### src/rtl/cdb_pkg.sv
// Shared CDB definitions: bus field widths, the broadcast entry layout and the
// module_select bit positions that instantiators use to pick each unit's grant.
`ifndef XLEN
`define XLEN 32
`endif
`ifndef PRF_LEN
`define PRF_LEN 6
`endif
`ifndef ROB_LEN
`define ROB_LEN 5
`endif

package cdb_pkg;

    typedef struct packed {
        logic [`XLEN-1:0]    value;
        logic [`PRF_LEN-1:0] prf_idx;
        logic [`ROB_LEN-1:0] rob_idx;
        logic [`XLEN-1:0]    PC;
    } cdb_entry_t;

    // Bit positions within the arbiter's module_select vector.
    typedef enum int unsigned {
        CDB_SEL_BR  = 0,
        CDB_SEL_MEM = 1,
        CDB_SEL_MUL = 2,
        CDB_SEL_ALU = 3
    } cdb_sel_e;

    localparam int CDB_SEL_W = 4;

endpackage

### src/rtl/fu_cdb_queue.sv
// Per-FU completion queue: buffers finished results in order and offers the
// oldest one to the CDB arbiter, stalling the FU instead of dropping results.
module fu_cdb_queue
    import cdb_pkg::*;
#(
    parameter int DEPTH = 4
) (
    input  logic                clock,
    input  logic                reset,
    input  logic                squash,
    input  logic                fu_valid,
    input  logic [`XLEN-1:0]    fu_value,
    input  logic [`PRF_LEN-1:0] fu_prf_idx,
    input  logic [`ROB_LEN-1:0] fu_rob_idx,
    input  logic [`XLEN-1:0]    fu_PC,
    output logic                fu_stall,
    input  logic                cdb_gnt,
    output logic                cdb_req_valid,
    output logic [`XLEN-1:0]    cdb_req_value,
    output logic [`PRF_LEN-1:0] cdb_req_prf_idx,
    output logic [`ROB_LEN-1:0] cdb_req_rob_idx,
    output logic [`XLEN-1:0]    cdb_req_PC,
    output logic                overflow_err
);

    localparam int PTR_W = $clog2(DEPTH);
    localparam int CNT_W = $clog2(DEPTH + 1);

    cdb_entry_t       entries [DEPTH];
    cdb_entry_t       head_entry;
    logic [PTR_W-1:0] head_ptr;
    logic [PTR_W-1:0] tail_ptr;
    logic [CNT_W-1:0] count;
    logic             full;
    logic             push;
    logic             pop;

    // Stall is purely from registered occupancy; a same-cycle grant does not free a slot.
    assign full          = (count == CNT_W'(DEPTH));
    assign fu_stall      = full;
    assign cdb_req_valid = (count != '0);

    // squash overrides everything in its cycle, including a late FU result.
    assign push = fu_valid && !full && !squash;
    assign pop  = cdb_req_valid && cdb_gnt && !squash;

    assign head_entry      = entries[head_ptr];
    assign cdb_req_value   = head_entry.value;
    assign cdb_req_prf_idx = head_entry.prf_idx;
    assign cdb_req_rob_idx = head_entry.rob_idx;
    assign cdb_req_PC      = head_entry.PC;

    always_ff @(posedge clock or posedge reset) begin
        if (reset) begin
            head_ptr     <= '0;
            tail_ptr     <= '0;
            count        <= '0;
            overflow_err <= 1'b0;
        end else begin
            if (fu_valid && full && !squash) begin
                overflow_err <= 1'b1;
            end
            if (squash) begin
                head_ptr <= '0;
                tail_ptr <= '0;
                count    <= '0;
            end else begin
                if (push) begin
                    tail_ptr <= tail_ptr + PTR_W'(1);
                end
                if (pop) begin
                    head_ptr <= head_ptr + PTR_W'(1);
                end
                if (push && !pop) begin
                    count <= count + CNT_W'(1);
                end else if (pop && !push) begin
                    count <= count - CNT_W'(1);
                end
            end
        end
    end

    // Payload is never reset; only the pointers decide which slots are live.
    always_ff @(posedge clock) begin
        if (push) begin
            entries[tail_ptr] <= '{value:   fu_value,
                                   prf_idx: fu_prf_idx,
                                   rob_idx: fu_rob_idx,
                                   PC:      fu_PC};
        end
    end

endmodule

### config.mk
export PLATFORM = sky130hd
export DESIGN_NAME = fu_cdb_queue
export DESIGN_NICKNAME = d
export VERILOG_FILES = /design/src/rtl/cdb_pkg.sv /design/src/rtl/fu_cdb_queue.sv
export SDC_FILE = /design/constraint.sdc
export NUM_CORES = 1
export LEC_CHECK = 0
export CORE_ASPECT_RATIO = 1.25
export CORE_MARGIN = 2
export CORE_UTILIZATION = 30
export DETAILED_ROUTE_END_ITERATION = 8
export PLACE_DENSITY_LB_ADDON = 0.12
export SETUP_SLACK_MARGIN = 0.2
export SKIP_LAST_GASP = 1
export SLEW_MARGIN = 20
export SYNTH_ARGS = -nofsm -noshare
export SYNTH_HDL_FRONTEND = slang
export SYNTH_SLANG_ARGS = --single-unit
### constraint.sdc
create_clock -name clock -period 5.3 [get_ports clock]
set_input_delay 1.59 -clock clock [delete_from_list [all_inputs] [get_ports clock]]
set_output_delay 1.59 -clock clock [all_outputs]
set_load 0.05 [all_outputs]
### Word level (Yosys, flattened, before mapping)

Memory sizes are Yosys's and may differ from the RTL's.
Cells that the tools add are included.

| cells by class | value |
|---|---|
| eq/ne operators | 1 |
| $add $sub $neg | 4 |
| reductions and logical operators | 16 |
| mux-type cells | 9 |

Operator list:

| kind | number |
|---|---|
| $mux 3 | 3 |
| $logic_and 1x1->1 | 8 |
| $mux 2 | 4 |
| $reduce_bool 3->1 | 2 |
| $add 2x1->2 const B | 2 |
| $logic_not 1->1 | 4 |
| $reduce_bool 2->1 | 2 |
| $add 3x1->3 const B | 1 |
| $eq 3x3->1 const B | 1 |
| $sub 3x1->3 const B | 1 |
| $mux 1 | 2 |

| word-level totals | value |
|---|---|
| register bits | 8 |
| output and inout bits | 78 |
| memories kept | 1 |
| word-level logic and storage cells | 35 |
| bits in writable memories | 300 |
| input bits | 80 |

Memories:

| name | depth | width | rd ports | clocked after Yosys merged registers in | wr ports | line | RTL |
|---|---|---|---|---|---|---|---|
| entries | 4 | 75 | 1 | 0 | 1 | fu_cdb_queue.sv:29 | `cdb_entry_t entries [DEPTH];` |

### Longest topological paths before layout

Gate-level depths: netlist (run 1).

| depth | value |
|---|---|
| depth in word-level cells | 9 |
| depth in mapped cells | 8 |
| gate-level depth less buffers | 7 |

### Worst setup path before layout (run 1)

OpenSTA, ideal clock, no wires.

| timing | value |
|---|---|
| path type | input-to-reg |
| start point | in squash |
| end point | mem entries[0][0] in the netlist's numbering, enable pin |
| cell stages on the path | 3 |
| arrival time | 3869 ps |
| setup time | 441 ps |
| path slack | 989 ps |
| cells stage by stage | clkbuf_1 nor3_1 and2_1 |

| between the ends | value |
|---|---|
| cells in the longest elaborated chain, start to end | 4 |

Ends and longest elaborated chain:

| element | line | RTL |
|---|---|---|
| start: declaration | fu_cdb_queue.sv:10 | `input logic squash,` |
| $logic_not 1->1 | fu_cdb_queue.sv:44 | `assign push = fu_valid && !full && !squash;` |
| $logic_and 1x1->1 | fu_cdb_queue.sv:44 |  |
| $mux 1 | fu_cdb_queue.sv:85 | `if (push) begin` |
| $mux 1 (not written as such) | fu_cdb_queue.sv:86 | `entries[tail_ptr] <= '{value: fu_value,` |
| end: declaration | fu_cdb_queue.sv:29 |  |

No other way between the ends.

### Worst setup path after layout (run 1)

| timing | value |
|---|---|
| start point | reg head_ptr[0] |
| end point | out cdb_req_value[30] |

| between the ends | value |
|---|---|
| cells in the longest elaborated chain, start to end | 1 |

Ends and longest elaborated chain:

| element | line | RTL |
|---|---|---|
| start: declaration | fu_cdb_queue.sv:31 | `logic [PTR_W-1:0] head_ptr;` |
| start signal: assignment | fu_cdb_queue.sv:72 | `head_ptr <= head_ptr + PTR_W'(1);` |
| $mem_v2 4x75 | - |  |
| end: declaration | fu_cdb_queue.sv:19 | `` output logic [`XLEN-1:0] cdb_req_value, `` |

No other way between the ends.

==> results of run 1 <==
==> Yosys cell counts (3+ instances only) <==
master    instances
and2_1            5
buf_12            4
mux4_2           75
buf_4             4
buf_2             9
buf_1             3
ha_1              4
nor2_1            5
edfxtp_1        300
dfrtp_1           8
nand3b_1          3
o21ai_0           4
inv_1             7
==> report_power, final <==
part           internal [mW]  leakage [nW]  switching [mW]
Combinational          0.687          1.25            1.05
Sequential              2.79          2.82          0.0783
Clock                   1.27         0.494           0.870
==> cell type report <==
type	instances	area share, %
Sequential cell	308	62.93
Timing Repair Buffer	166	11.70
Inverter	7	0.1794
Clock buffer	45	6.595
Tap cell	492	4.203
Clock inverter	10	0.3674
Multi-Input combinational cell	120	14.02
==> layer usage <==
layer  up-vias  part of all wire, %
met2       130                   54
met1      2740                   39
li1       2302                    -
met3        31                  5.0
met5         -                0.055
met4         2                  1.9
==> kinds of logic (layout without fill, tap and decap cells) <==
group / count (synthesis) / in the layout / share of synthesized area [%]
muxes: 77 / 77 / 14.91
AOI/OAI and AO/OA: 17 / 17 / 1.136
DFF: 308 / 308 / 80.36
and+or+nand+nor: 19 / 19 / 1.015
xor gates and xnor gates: 2 / 2 / 0.1529
adders and majority gates: 5 / 5 / 0.6114
buffers and inverters: 29 / 228 / 1.812
==> how the worst max path moves through the flow <==
stage | from | end | slack, ns | cells after the start
CTS | head_ptr[0] | cdb_req_PC[5] | 0.64 | 3
finish | head_ptr[0] | cdb_req_value[30] | 0.75 | 3
global placement | fu_valid | entries[1][31] | 1.16 | 5
detailed placement | fu_valid | entries[1][23] | 1.04 | 5
floorplan | squash | entries[0][0] | 0.99 | 3
global route | head_ptr[0] | cdb_req_value[30] | 0.55 | 3
==> worst reg2reg max path, cell delays in order, from the launching register on <==
cell and delay, ns:
dfrtp_1 0.50, nor3b_2 0.43, nor3_1 0.19, and2_1 0.22
fa_1 0.46, a21bo_2 0.25, a311oi_1 0.27, o311a_1 0.21
==> flip-flops by register name (all words and copies together) (netlist names) <==
signal and flops:
overflow_err 1, count 3, entries 300, tail_ptr 2
head_ptr 2
==> cells in the final DEF (no fill, tap or decap), types with 3 or more instances in the layout <==
cell type and n:
and2_4 4, buf_12 6, buf_4 3, clkbuf_1 7, clkbuf_16 37, clkdlybuf4s50_1 157
clkinv_1 4, clkinv_2 3, dfrtp_1 6, edfxtp_1 300, ha_1 4, inv_1 7
mux4_2 75, nand3b_1 3, nor2_1 5, o21ai_0 4
==> qor.txt, run 1 <==
status: completed
Final Worst Setup Slack: 0.7452 ns
Die Height: 222.5 µm
Synth area leader: edfxtp_1
clock sink total: 308
WP buf/inv: 2
Post-synth EDFFs: 300
Primary FF master, synth: edfxtp_1
CP Max Fanout: 46
Static Leakage: 4.565 nW
fin nets: 722
P&R area growth vs syn: 27.80%
Syn Inst Count: 457
Tcrit/Tclk final: 85.94%
Total Routed Length: 23.54 mm
cell family with most CP delay: buffers and inverters
Final Util: 38.60%
worst-case clock buffer depth: 3
final hold slack: 0.5047 ns
post-synth top area share: 78.61%
Crit Reg-Reg Endpoint: count[2]
Worst Path Arrival: 2.96 ns
First-pass DRT Iterations: 5
Worst Hold Class: flip-flop to flip-flop
FILL cells: 3356
DR WL/cell: 20.51 µm
first-pass GRT wire length: 34.93 mm
Worst-path clk slew: 0.06 ns
Antenna Nets Post-Route: 0
Yosys warnings: 0
Max Slew Vio Count: 0
Setup Buffers After CTS: 0
synthesized net count: 542
Tightest Pin Transition: 0.5664 ns
IO Pins: 158
post-synthesis cell type count: 34
Async SR Flop Fraction: 2.597%
GRT Util Overall: 11.99%
die area: 0.03979 mm²
initial antenna violation count: 1
ANT cells: 0
via count: 5205
FF+latch count, synth: 308
synthesized area per cell: 25.08 µm²
reg2reg setup slack: 2.71 ns
port buffer count: 157
CTS tree: done
kind of critical path: flip-flop to output port
hold path depth: 1
hold-critical path endpoint: overflow_err
worst vdd ir: 298.0 µV
placed cell area: 0.01363 mm²
placed cell count: 1093
routability cong.: 0.6699
CTS Hold Buffers Added: 0
CTS Root Buffer Type: clkbuf_16
Max Fclk: 219.5 MHz
HPWL after detailed placement: 13.88 mm
largest net degree at the start of global routing: 55
Fin Setup TNS: 0 ns
Slew HR: 61.95%
maximum capacitance violations: 0
Critical-path top delay cell: clkdlybuf4s50_1
share of layout cells above drive strength 1: 21.04%
core area: 0.03794 mm²
Overall Power: 6.755 mW
site row count: 80
Die Width: 178.8 µm
Via density: 4.534
Setup WS pre-CTS: 1.035 ns
DRC Markers: 0
worst r2r src: count[2]
Tmin final: 4.555 ns
post-cts gate resize count: 0
Clk Latency, worst-skew pair: 0.51 ns
H-Tree Depth: 2
Detailed Route Iter0 Violations: 252
HP Start: overflow_err
Final Non-Filler Cells: 1148
number of global-route vias before repair: 5737
area of the multi-input gates: 0.002053 mm²
met3 usage: 2.977%
CP peak stage delay: 0.73 ns
CP Capture Type: output port
FF+latch area: 0.009216 mm²
worst clock skew: 0.007736 ns
initial core utilization: 30.21%
dominant cells by area after synthesis: edfxtp_1 79%, mux4_2 15%, dfrtp_1 1.7%
PD cells: 461.3 mW/mm²
Post-Syn Area: 0.01146 mm²
met2 Use GR: 21.00%
gr busiest metal: met2
CTS buffer count: 34
sequential cell area fraction in the yosys report: 80.36%
grt ovf: 0
CP Cell Sequence: buf_12, mux4_2, clkdlybuf4s50_1
Worst Path Required: 3.71 ns
Reg2Reg Depth: 7
startpoint types: flip-flop
final hold viol count: 0
final setup fails: 0
met1 Usage GRT: 14.34%
design area: 0.01465 mm²
unrepaired setup endpoints after global routing: false
No activity file was read; power rests on OpenSTA's default activity.
==> run 2, diff against run 1 <==
--- a/config.mk
+++ b/config.mk
@@ -9,6 +9,7 @@
 export CORE_MARGIN = 2
 export CORE_UTILIZATION = 30
 export DETAILED_ROUTE_END_ITERATION = 8
+export GPL_TIMING_DRIVEN = 0
 export PLACE_DENSITY_LB_ADDON = 0.12
 export SETUP_SLACK_MARGIN = 0.2
 export SKIP_LAST_GASP = 1
==> run 2 against run 1 <==
  * Die area stayed put
  * Highest routed layer unchanged
  * Cell count is 1.7% higher
  * Hold slack worse by 0.021 ns
  * Non-clock buffer count is 20 higher
  * Clock power is 3% lower
  * Total power hardly changed
  * Sequential share of layout area is 0.54 points lower
  * Sequential cell count stayed put
  * Via count is 1.8% higher
  * Global-route usage is 0.21 points higher
  * Wire length is 2.2% higher
==> qor.txt, run 2 (synthesis results as in run 1) <==
share of layout cells above drive strength 1: 22.07% (+1.0 points)
HPWL after detailed placement: 14.95 mm (+7.7%)
PD cells: 457.5 mW/mm² (-0.81%)
number of global-route vias before repair: 5873 (+2.4%)
CTS Hold Buffers Added: 0 (unchanged)
status: completed
Worst Path Required: 3.71 ns (about the same)
Die Height: 222.5 µm (unchanged)
Static Leakage: 4.649 nW (+1.8%)
DRC Markers: 0 (unchanged)
most frequent cells in the layout: 300 x edfxtp_1, 156 x clkdlybuf4s50_1, 75 x mux4_2
site row count: 80 (unchanged)
initial core utilization: 30.21% (unchanged)
max reg flops: 300 (unchanged)
Tightest Pin Transition: 0.8458 ns (+0.2794 ns)
Biggest register: entries
Via density: 4.541 (+0.15%)
clock share of power: 30.7% (-1.0 points)
Combinational Power Share: 27.7% (+1.9 points)
port buffer count: 156 (-0.64%)
worst clock skew: 0.01222 ns (+0.004480 ns)
Pint: 4.744 mW (-0.23%)
switching part of the total: 29.76% (+0.14 points)
Overall Power: 6.753 mW (about the same)
worst vdd ir: 219.0 µV (-27%)
grt ovf: 0 (unchanged)
Total Routed Length: 24.07 mm (+2.2%)
routability cong.: 0.7051 (+5.3%)
Worst Path Arrival: 2.80 ns (-0.16 ns)
Antenna Nets Post-Route: 0 (unchanged)
switching power: 2.009 mW (+0.43%)
startpoint types: flip-flop
IO Pins: 158 (unchanged)
CP Capture Type: output port
GRT Util Overall: 12.20% (+0.21 points)
kind of critical path: flip-flop to output port
CTS Root Buffer Type: clkbuf_16
most common cell after layout, fill and taps aside: edfxtp_1
Top Registers: entries x300, count x3
core area: 0.03794 mm² (unchanged)
largest net degree at the start of global routing: 32 (-42%)
First-pass DRT Iterations: 4 (-1)
Max Fclk: 228.0 MHz (+3.8%)
Die Width: 178.8 µm (unchanged)
Tcrit/Tclk final: 82.77% (-3.2 points)
final hold slack: 0.4842 ns (-0.02050 ns)
unrepaired setup endpoints after global routing: false
design area: 0.01476 mm² (+0.79%)
final hold viol count: 0 (unchanged)
CTS buffer count: 30 (-12%)
worst-case clock buffer depth: 3 (unchanged)
die area: 0.03979 mm² (unchanged)
fin nets: 738 (+2.2%)
post-cts gate resize count: 0 (unchanged)
P&R area growth vs syn: 28.80%
Tmin final: 4.387 ns (-0.1682 ns)
Max Slew Vio Count: 0 (unchanged)
final setup fails: 0 (unchanged)
Setup Buffers After CTS: 0 (unchanged)
Fin Setup TNS: 0 ns (unchanged)
CP Max Fanout: 10 (-78%)
H-Tree Depth: 1 (-1)
maximum capacitance violations: 0 (unchanged)
via count: 5299 (+1.8%)
CTS tree: done
Slew HR: 43.61% (-18 points)
sequential share of power: 41.7% (-0.8 points)
initial antenna violation count: 1 (unchanged)
ANT cells: 0 (unchanged)
Worst-path clk slew: 0.06 ns (about the same)
clock sink total: 308 (unchanged)
Worst Hold Class: flip-flop to flip-flop
Detailed Route Iter0 Violations: 226 (-10%)
first-pass GRT wire length: 35.87 mm (+2.7%)
DR WL/cell: 20.63 µm (+0.58%)
placed cell area: 0.01381 mm² (+1.3%)
Clk Latency, worst-skew pair: 0.56 ns (+0.05 ns)
run 2: power groups by stage:
| stage | clock network [mW] | logic, mW | registers, mW |
|---|---|---|---|
| floorplan | 0 | 1.28 | 2.88 |
| global placement | 0 | 1.88 | 2.88 |
| detailed placement | 0 | 1.91 | 2.87 |
| CTS | 2.15 | 1.92 | 2.81 |
| global route | 2.24 | 1.97 | 2.82 |
| finish | 2.07 | 1.87 | 2.81 |
run 2: metal layers:
layer	wire length, µm	global-route usage, %	vias to the layer above
met5	16	0	-
met4	534	3.829	2
met3	1143	2.293	32
met2	12700	21.65	117
met1	9676	14.87	2801
li1	-	-	2347
run 2: area by class of cell:
cell class / count / area [µm²]
multi-input combinational: 120 / 2053
inverter: 7 / 26.28
clock inverter: 8 / 91.34
clock buffer: 46 / 862.1
buffer: 22 / 181.4
timing repair buffer: 164 / 1722
tap: 492 / 615.6
sequential: 308 / 9209
fill: 3411 / 23180
run 2: per-stage QoR:
| step | worst slack (ns) | cells | util, % |
|---|---|---|---|
| 6_report | 0.9134 | 1167 | 38.91 |
| 5_1_grt | 0.7908 | 1167 | 38.91 |
| 4_1_cts | 0.7978 | 1167 | 38.91 |
| 3_5_place_dp | 1.306 | 1113 | 36.40 |
| 3_3_place_gp | -1.442 | 1105 | 35.95 |
| 2_1_floorplan | 0.9895 | 457 | - |
run 2: path summary, 6_finish.rpt:
| kind | from | to | slack, ns | cells past startpoint |
|---|---|---|---|---|
| setup / recovery | head_ptr[1] | cdb_req_PC[16] | 0.91 | 3 |
| hold / removal | overflow_err | overflow_err | 0.48 | 1 |
| setup reg to reg | count[1] | count[2] | 2.75 | 8 |
| hold reg to reg | overflow_err | overflow_err | 0.48 | 1 |
| max in group asynchronous | reset | count[2] | 3.74 | 2 |
| min in group asynchronous | reset | count[0] | 1.30 | 2 |
run 2: critical path, cell delays in order (launching register included):
cell,delay [ns]
dfrtp_1,0.39
buf_1,0.66
mux4_2,0.37
clkdlybuf4s50_1,0.81
